`src/rtl/lcd_bitmap_window_show.sv`:
```
// lcd_bitmap_window_show
// Renders a 1-bit-per-pixel bitmap from ROM into an 8080-style LCD write path
// (ST7789/ILI9341 command set, RGB565). On a start pulse it latches the window
// origin and colours, sends the 0x2A/0x2B/0x2C window sequence, then streams
// one ROM row per LCD row, expanding every bit into two colour bytes.
//
// Ports:
//   sys_clk, sys_rst_n   clock, asynchronous active-low reset
//   show_pic_flag        start pulse, honoured only in IDLE
//   x_start, y_start     window origin, latched at start
//   fg_color, bg_color   RGB565 colours for bit=1 / bit=0, latched at start
//   wr_done              writer consumed the current word
//   rom_addr, rom_q      registered row address / row bitmap (ROM_LAT clocks)
//   show_pic_data        {1'b0,cmd} or {1'b1,data}, registered
//   en_write_show_pic    show_pic_data is valid for the writer
//   show_pic_done        one-cycle completion pulse
//   busy                 high in every state except IDLE
//
// Build option: define LCD_BITMAP_MSB_FIRST_EN to emit column 0 from
// rom_q[PIC_W-1] (left shift); otherwise column 0 comes from rom_q[0].

module lcd_bitmap_window_show #(
  parameter int unsigned PIC_W    = 240,
  parameter int unsigned PIC_H    = 320,
  parameter int unsigned ROM_AW   = 9,
  parameter int unsigned ROM_BASE = 0,
  parameter int unsigned ROM_LAT  = 2
) (
  input  logic              sys_clk,
  input  logic              sys_rst_n,
  input  logic              show_pic_flag,
  input  logic [8:0]        x_start,
  input  logic [8:0]        y_start,
  input  logic [15:0]       fg_color,
  input  logic [15:0]       bg_color,
  input  logic              wr_done,
  output logic [ROM_AW-1:0] rom_addr,
  input  logic [PIC_W-1:0]  rom_q,
  output logic [8:0]        show_pic_data,
  output logic              en_write_show_pic,
  output logic              show_pic_done,
  output logic              busy
);

  typedef enum logic [2:0] {StIdle, StSetWin, StFetch, StPixel, StDone} state_t;

  localparam logic [15:0]       WOff     = 16'(PIC_W - 1);
  localparam logic [15:0]       HOff     = 16'(PIC_H - 1);
  localparam logic [8:0]        LastCol  = 9'(PIC_W - 1);
  localparam logic [8:0]        LastRow  = 9'(PIC_H - 1);
  localparam logic [7:0]        LatLast  = 8'(ROM_LAT);
  localparam logic [ROM_AW-1:0] BaseAddr = ROM_AW'(ROM_BASE);

  state_t           state;
  logic [8:0]       xs_q, ys_q;
  logic [15:0]      fg_q, bg_q;
  logic [3:0]       widx;
  logic [8:0]       row, col;
  logic             byte_sel;
  logic [7:0]       lat_cnt;
  logic [PIC_W-1:0] row_sr;

  logic [15:0]      xs16, xe16, ys16, ye16;
  logic [3:0]       widx_next;
  logic [8:0]       win_next;
  logic [8:0]       row_next;
  logic [PIC_W-1:0] sr_shift;
  logic             cap_bit, cur_bit, next_bit;
  logic [15:0]      cap_color, cur_color, next_color;

  always_comb begin
    xs16      = {7'd0, xs_q};
    ys16      = {7'd0, ys_q};
    xe16      = xs16 + WOff;
    ye16      = ys16 + HOff;
    widx_next = widx + 4'd1;
    row_next  = row + 9'd1;

    win_next = 9'h000;
    case (widx_next)
      4'd0:    win_next = 9'h02A;
      4'd1:    win_next = {1'b1, xs16[15:8]};
      4'd2:    win_next = {1'b1, xs16[7:0]};
      4'd3:    win_next = {1'b1, xe16[15:8]};
      4'd4:    win_next = {1'b1, xe16[7:0]};
      4'd5:    win_next = 9'h02B;
      4'd6:    win_next = {1'b1, ys16[15:8]};
      4'd7:    win_next = {1'b1, ys16[7:0]};
      4'd8:    win_next = {1'b1, ye16[15:8]};
      4'd9:    win_next = {1'b1, ye16[7:0]};
      4'd10:   win_next = 9'h02C;
      default: win_next = 9'h000;
    endcase

`ifdef LCD_BITMAP_MSB_FIRST_EN
    sr_shift = row_sr << 1;
    cap_bit  = rom_q[PIC_W-1];
    cur_bit  = row_sr[PIC_W-1];
    next_bit = sr_shift[PIC_W-1];
`else
    sr_shift = row_sr >> 1;
    cap_bit  = rom_q[0];
    cur_bit  = row_sr[0];
    next_bit = sr_shift[0];
`endif

    cap_color  = cap_bit  ? fg_q : bg_q;
    cur_color  = cur_bit  ? fg_q : bg_q;
    next_color = next_bit ? fg_q : bg_q;
  end

  always_ff @(posedge sys_clk or negedge sys_rst_n) begin
    if (!sys_rst_n) begin
      state             <= StIdle;
      xs_q              <= '0;
      ys_q              <= '0;
      fg_q              <= '0;
      bg_q              <= '0;
      widx              <= '0;
      row               <= '0;
      col               <= '0;
      byte_sel          <= 1'b0;
      lat_cnt           <= '0;
      row_sr            <= '0;
      rom_addr          <= '0;
      show_pic_data     <= '0;
      en_write_show_pic <= 1'b0;
      show_pic_done     <= 1'b0;
      busy              <= 1'b0;
    end else begin
      unique case (state)
        StIdle: begin
          if (show_pic_flag) begin
            xs_q              <= x_start;
            ys_q              <= y_start;
            fg_q              <= fg_color;
            bg_q              <= bg_color;
            widx              <= '0;
            row               <= '0;
            show_pic_data     <= 9'h02A;
            en_write_show_pic <= 1'b1;
            busy              <= 1'b1;
            state             <= StSetWin;
          end
        end
        StSetWin: begin
          if (wr_done) begin
            if (widx == 4'd10) begin
              en_write_show_pic <= 1'b0;
              rom_addr          <= BaseAddr + ROM_AW'(row);
              lat_cnt           <= '0;
              state             <= StFetch;
            end else begin
              widx          <= widx_next;
              show_pic_data <= win_next;
            end
          end
        end
        StFetch: begin
          // rom_q is valid in the (ROM_LAT+1)th cycle after rom_addr moved
          if (lat_cnt == LatLast) begin
            row_sr            <= rom_q;
            col               <= '0;
            byte_sel          <= 1'b0;
            show_pic_data     <= {1'b1, cap_color[15:8]};
            en_write_show_pic <= 1'b1;
            state             <= StPixel;
          end else begin
            lat_cnt <= lat_cnt + 8'd1;
          end
        end
        StPixel: begin
          if (wr_done) begin
            if (!byte_sel) begin
              byte_sel      <= 1'b1;
              show_pic_data <= {1'b1, cur_color[7:0]};
            end else if (col == LastCol) begin
              en_write_show_pic <= 1'b0;
              if (row == LastRow) begin
                show_pic_done <= 1'b1;
                state         <= StDone;
              end else begin
                row      <= row_next;
                rom_addr <= BaseAddr + ROM_AW'(row_next);
                lat_cnt  <= '0;
                state    <= StFetch;
              end
            end else begin
              col           <= col + 9'd1;
              byte_sel      <= 1'b0;
              row_sr        <= sr_shift;
              show_pic_data <= {1'b1, next_color[15:8]};
            end
          end
        end
        StDone: begin
          show_pic_done <= 1'b0;
          busy          <= 1'b0;
          state         <= StIdle;
        end
        default: state <= StIdle;
      endcase
    end
  end

endmodule

```
`config.mk`:
```
export PLATFORM = sky130hd
export DESIGN_NAME = lcd_bitmap_window_show
export DESIGN_NICKNAME = d
export VERILOG_FILES = /design/src/rtl/lcd_bitmap_window_show.sv
export SDC_FILE = /design/constraint.sdc
export NUM_CORES = 1
export LEC_CHECK = 0
export CORE_UTILIZATION = 40
export DETAILED_ROUTE_END_ITERATION = 6
export MAX_ROUTING_LAYER = met4
export SYNTH_ARGS = -nofsm -noshare
export SYNTH_HDL_FRONTEND = slang
export SYNTH_SLANG_ARGS = --single-unit
```
`constraint.sdc`:
```
create_clock -name sys_clk -period 3.1 [get_ports sys_clk]
set_input_delay 0.62 -clock sys_clk [delete_from_list [all_inputs] [get_ports sys_clk]]
set_output_delay 0.62 -clock sys_clk [all_outputs]
set_load 0.05 [all_outputs]
```
==> impl_results.md, run 1 <==
- Grt total ovfl: 0
- RSZ-0062 raised after global routing: false
- Post-route ant nets: 0
- Most common cell after layout, fill and taps aside: nand2_1
- Synth Register Bits: 345
- CP Data Required Time: 3.50 ns
- Sequential area share after synthesis: 50.9%
- Drt total wl: 44800 um
- Clk buf depth: 3
- Setup repair bufs after CTS: 0
- Pwr dens: 1040 nW/um2
- Max VDD drop: 672 uV
- Final Max Tran Viols: 0
- Highest-count cells in the layout ignoring fill and taps: nand2_1 (531), dfrtp_1 (345), clkdlybuf4s50_1 (313), nor2_1 (294), a31oi_1 (251)
- Gate Count Post-Synth: 1925
- Syn avg cell area: 8.81 um2
- Initial antenna violation count: 2
- Worst EP arrival: 2.93 ns
- Worst-path clk slew: 0.06 ns
- Unique masters post-synth: 75
- Wire per inst: 16.3 um
- Die width: 208 um
- IO Pins: 315
- Total core area: 41900 um2
- Critical Path End Type: flip-flop
- First-pass GRT wire length: 74600 um
- DRC violations left: 0
- Post-CTS Resized: 0
- Root buf cell: clkbuf_16
- Syn Nets: 2232
- Post-synthesis cell area: 17000 um2
- Initial Utilization: 40.5%
- Final Hold Viols: 0
- NumNets Final: 2493
- Fmax: 394 MHz
- Total power: 22.7 mW
- Vias in the first global route: 14500
- R2r setup slk: 0.56 ns
- Post-CTS Hold Fix Bufs: 0
- DR iter-0 viols: 1140
- Synth warnings: 0
- Skew final: 0.0117 ns
- CTS tree: done
- Worst-Margin Slew: 1.23 ns
- Vias post-DR: 14600
- Lkg Pwr: 9.15 nW
- Async S/R FF share, synth: 100%
- Fillers: 3880
- PortBufs: 314
- R2R Path Start: widx[0]
- Outcome: completed
- Worst rel slew slack: 17.9%
- Post-DP HPWL: 30200 um
- Gr usage total: 21.7%
- Post-synth EDFFs: 0
- Startpoint types: flip-flop
- Setup-failing EPs final: 0
- Share of layout cells above drive strength 1: 8.81%
- CTS buffer count: 38
- Area delta synth->final: 29.2%
- WS Path Type: reg2reg
- Die height: 208 um
- Setup TNS: 0 ns
- Min-Delay Path Class: in2async
- Largest net degree at the start of global routing: 254
- Num rows: 75
- DRT Pass-1 Iters: 5
- Die ar.: 43200 um2
- Routability cong.: 0.853
- TritonCTS Sinks: 345
- Min Tclk post-route: 2.54 ns
- Crit-path max FO: 11
- Clock latency on the worst-skew pair: 0.54 ns
- Predominant post-synthesis flop cell: dfrtp_1
- Max-cap violations: 0
- Reg2reg path depth: 8
- H-tree Lvls: 2
- Tcrit/Tclk final: 81.8%
- Vias per cell: 5.29
- Reg2reg end: show_pic_data[3]
## worst max-delay path by stage
stage / from / endpoint / slack [ns]
4_1_cts: widx[0] / show_pic_data[3] / 0.57
3_3_place_gp: wr_done / rom_addr[1] / 0.28
2_1_floorplan: xs_q[0] / show_pic_data[0] / 0.88
6_report: widx[0] / show_pic_data[3] / 0.56
3_5_place_dp: wr_done / rom_addr[1] / 0.22
5_1_grt: widx[0] / show_pic_data[3] / 0.23
## cell type report
cell class	instances	area [um2]	area share, %
diodes	2	5.00	0.0228
clock buffers	60	1170	5.36
inverters	18	75.1	0.343
multi-input cells	1421	7560	34.5
repair buffers	362	3720	17.0
clock inverters	7	63.8	0.291
well taps	539	674	3.08
flip-flops and latches	345	8630	39.4
## flip-flops by register name (all words and copies together), names as in the netlist, 3 cells and up
register       cells
ys_q               9
show_pic_data      9
lat_cnt            8
fg_q              16
row_sr           240
bg_q              16
widx               4
state              3
rom_addr           9
xs_q               9
col                9
row                9
## kinds of logic (layout without fill, tap and decap cells)
| family | count (synthesis) | after routing | synth area share (%) |
|---|---|---|---|
| compound gates | 382 | 382 | 14.6 |
| xor+xnor | 29 | 29 | 1.50 |
| fa+ha+maj | 13 | 13 | 0.959 |
| buf+inv | 159 | 447 | 4.68 |
| flops | 345 | 345 | 50.9 |
| mux | 80 | 80 | 5.12 |
| other cells | 0 | 2 | 0 |
| simple gates | 917 | 917 | 22.3 |
## routing by layer
metal  GRT usage (%)  wire length (um)  up-vias
li1                -                 -     7122
met1            28.6             20500     7038
met2            34.4             21100      338
met3            3.38              2160       58
met4            6.79              1000        0
met5               -                 0        -
## cell usage after synthesis, types with 9 or more instances
library cell / n / share of area, %
nand2_1: 531 / 12
dfrtp_1: 345 / 51
nor2_1: 294 / 6.5
a31oi_1: 251 / 9.3
clkbuf_1: 69 / 1.5
mux2_2: 53 / 3.5
buf_2: 37 / 1.1
o21ai_0: 33 / 0.97
buf_4: 26 / 1.2
mux2i_1: 26 / 1.5
a21oi_1: 23 / 0.68
inv_1: 18 / 0.40
nand3_1: 17 / 0.50
xnor2_1: 16 / 0.83
ha_1: 13 / 0.96
xor2_1: 13 / 0.67
nor3_1: 11 / 0.32
and3_1: 9 / 0.33
## through the flow
step / cell area, um2 / cells / util (%) / setup WS (ns) / hold slack [ns]
6_report: 21900 / 2754 / 52.3 / 0.565 / 0.0411
5_1_grt: 21900 / 2754 / 52.3 / 0.231 / 0.0588
4_1_cts: 21900 / 2752 / 52.3 / 0.575 / 0.0380
3_5_place_dp: 20700 / 2685 / 49.4 / 0.224 / 0.485
3_3_place_gp: 20700 / 2685 / 49.4 / 0.283 / 0.473
2_1_floorplan: 17000 / 1925 / - / 0.881 / 0.324
## worst max-delay path: stages, from the launching register on
cell and delay (ns):
dfrtp_1 0.36, buf_4 0.17, inv_1 0.09, ha_1 0.35, inv_1 0.14, o32a_1 0.37
o21ai_0 0.14, a2111oi_0 0.63, o21ai_0 0.15
## report_power, final
| part | leakage, nW | switching (mW) | internal, mW |
|---|---|---|---|
| Sequential | 3.92 | 1.29 | 6.67 |
| Clock | 0.616 | 1.81 | 2.68 |
| Combinational | 4.62 | 6.11 | 4.12 |
| Total | 9.15 | 9.21 | 13.5 |
Note: power is estimated with default switching activity, not from simulation.
==> run 2, diff against run 1 <==
clock period = 2.4 ns   (was 3.1 ns; I/O delays follow)
==> impl_results.md, run 2 (synthesized netlist as in run 1, its figures left out) <==
- DRC violations left: 0
- Final Hold Viols: 0
- Tcrit/Tclk final: 94.5%
- Min Tclk post-route: 2.27 ns
- PortBufs: 314
- Grt total ovfl: 0
- Fillers: 3847
- H-tree Lvls: 2
- Drt total wl: 45700 um
- Largest regs: row_sr: 240 flops, bg_q: 16 flops, fg_q: 16 flops
- Root buf cell: clkbuf_16
- Most common cell after layout, fill and taps aside: nand2_1
- Fmax: 441 MHz
- Largest net degree at the start of global routing: 129
- Die width: 208 um
- Num rows: 75
- Initial Utilization: 40.5%
- Vias in the first global route: 14500
- Cell chain of the critical path: buf_4 -> inv_1 -> ha_1 -> or4b_2 -> o31ai_4 -> o21ba_2 -> a21oi_1 -> a211oi_1 -> o21ai_1
- Routability cong.: 0.881
- Worst-path clk slew: 0.06 ns
- Startpoint types: flip-flop
- Delay-heaviest family, CP: compound AO/OA/AOI/OAI gates
- CTS tree: done
- CTS buffer count: 40
- Worst EP arrival: 2.75 ns
- WP buf/inv: 2
- CP Data Required Time: 2.88 ns
- Slowest cell on crit path: or4b_2
- Die ar.: 43200 um2
- Setup repair bufs after CTS: 0
- Total core area: 41900 um2
- Clk buf depth: 3
- Max-cap violations: 0
- Max VDD drop: 783 uV
- Vias post-DR: 14800
- Area delta synth->final: 33.0%
- Share of layout cells above drive strength 1: 11.6%
- DR iter-0 viols: 1122
- Worst rel slew slack: 60.3%
- Largest register FFs: 240
- Final core utilization: 53.9%
- Die height: 208 um
- WS Path Type: reg2reg
- NumNets Final: 2547
- Highest-count cells in the layout ignoring fill and taps: nand2_1 (531), dfrtp_1 (345), clkdlybuf4s50_1 (313), nor2_1 (294), a31oi_1 (251)
- Top reg by flops: row_sr
- TritonCTS Sinks: 345
- Pwr dens: 1350 nW/um2
- Wire per inst: 16.3 um
- Clock latency on the worst-skew pair: 0.55 ns
- Worst-Margin Slew: 0.594 ns
- DRT Pass-1 Iters: 7
- Min-Delay Path Class: in2async
- Setup-failing EPs final: 0
- Skew final: 0.0188 ns
- Post-route ant nets: 0
- Initial antenna violation count: 0
- Gr usage total: 21.9%
- Final Max Tran Viols: 0
- Crit-path max FO: 9
- Setup TNS: 0 ns
- Outcome: completed
- Critical Path End Type: flip-flop
- Area occupied by registers: 8630 um2
- Lkg Pwr: 9.49 nW
- First-pass GRT wire length: 75100 um
- Antenna diode count: 0
- Multi-input gate area: 7610 um2
- Post-DP HPWL: 31600 um
- Vias per cell: 5.27
- CP max stage delay: 0.64 ns
- IO Pins: 315
[run 2: through the flow]
step                      std cells  setup WS, ns  instance area, um2  hold slack (ns)  power (mW)
after floorplan                1925         0.181               17000            0.184        20.1
after global placement         2736        -0.168               21200            0.451        24.1
after detailed placement       2736        -0.245               21200            0.453        24.5
after CTS                      2808       0.00297               22500            0.438        30.8
after global routing           2808      -0.00129               22600            0.458        33.0
final                          2808         0.132               22600            0.448        30.5
[run 2: path summary, 6_finish.rpt]
kind	to	slack [ns]	depth (start not counted)	startpoint
worst min register to register	bg_q[0]	0.50	1	bg_q[0]
min in group sys_clk	xs_q[1]	0.49	3	x_start[1]
worst min-delay path	row_sr[26]	0.45	2	sys_rst_n
worst max-delay path	show_pic_data[4]	0.13	9	widx[1]
worst max register to register	show_pic_data[4]	0.13	9	widx[1]
max in group asynchronous	row_sr[173]	1.20	3	sys_rst_n
[run 2: timing repair]
item | in CTS | in global routing
pin swaps | 0 | 3
resized for setup | 2 | 10
hold buffers | 1 | 0
hold endpoints to repair | 45 | 0
endpoints found under the setup margin | 2 | 252
[run 2: area by class of cell]
type                            count  share of cell area [%]
Clock inverter                     14                   0.577
Timing Repair Buffer              414                    18.7
Tap cell                          539                    2.99
Multi-Input combinational cell   1421                    33.7
Inverter                           18                   0.333
Clock buffer                       57                    5.35
Sequential cell                   345                    38.3
[run 2: power breakdown]
group | internal (mW) | switching, mW | total, mW
combinational | 5.98 | 8.13 | 14.1
sequential | 8.61 | 1.66 | 10.3
clock | 3.71 | 2.45 | 6.16
[run 2: metal layers]
layer / part of all wire, % / GRT usage [%] / vias to the layer above
li1: - / - / 7208
met5: 0 / - / -
met3: 4.7 / 3.70 / 70
met1: 45 / 29.2 / 7184
met4: 2.3 / 6.13 / 0
met2: 48 / 34.4 / 323
==> run 3, diff against run 2 <==
CAP_MARGIN = 20   (was default)
==> results of run 3 <==
No change in the layout: final DEF, timing and power equal those of run 2.
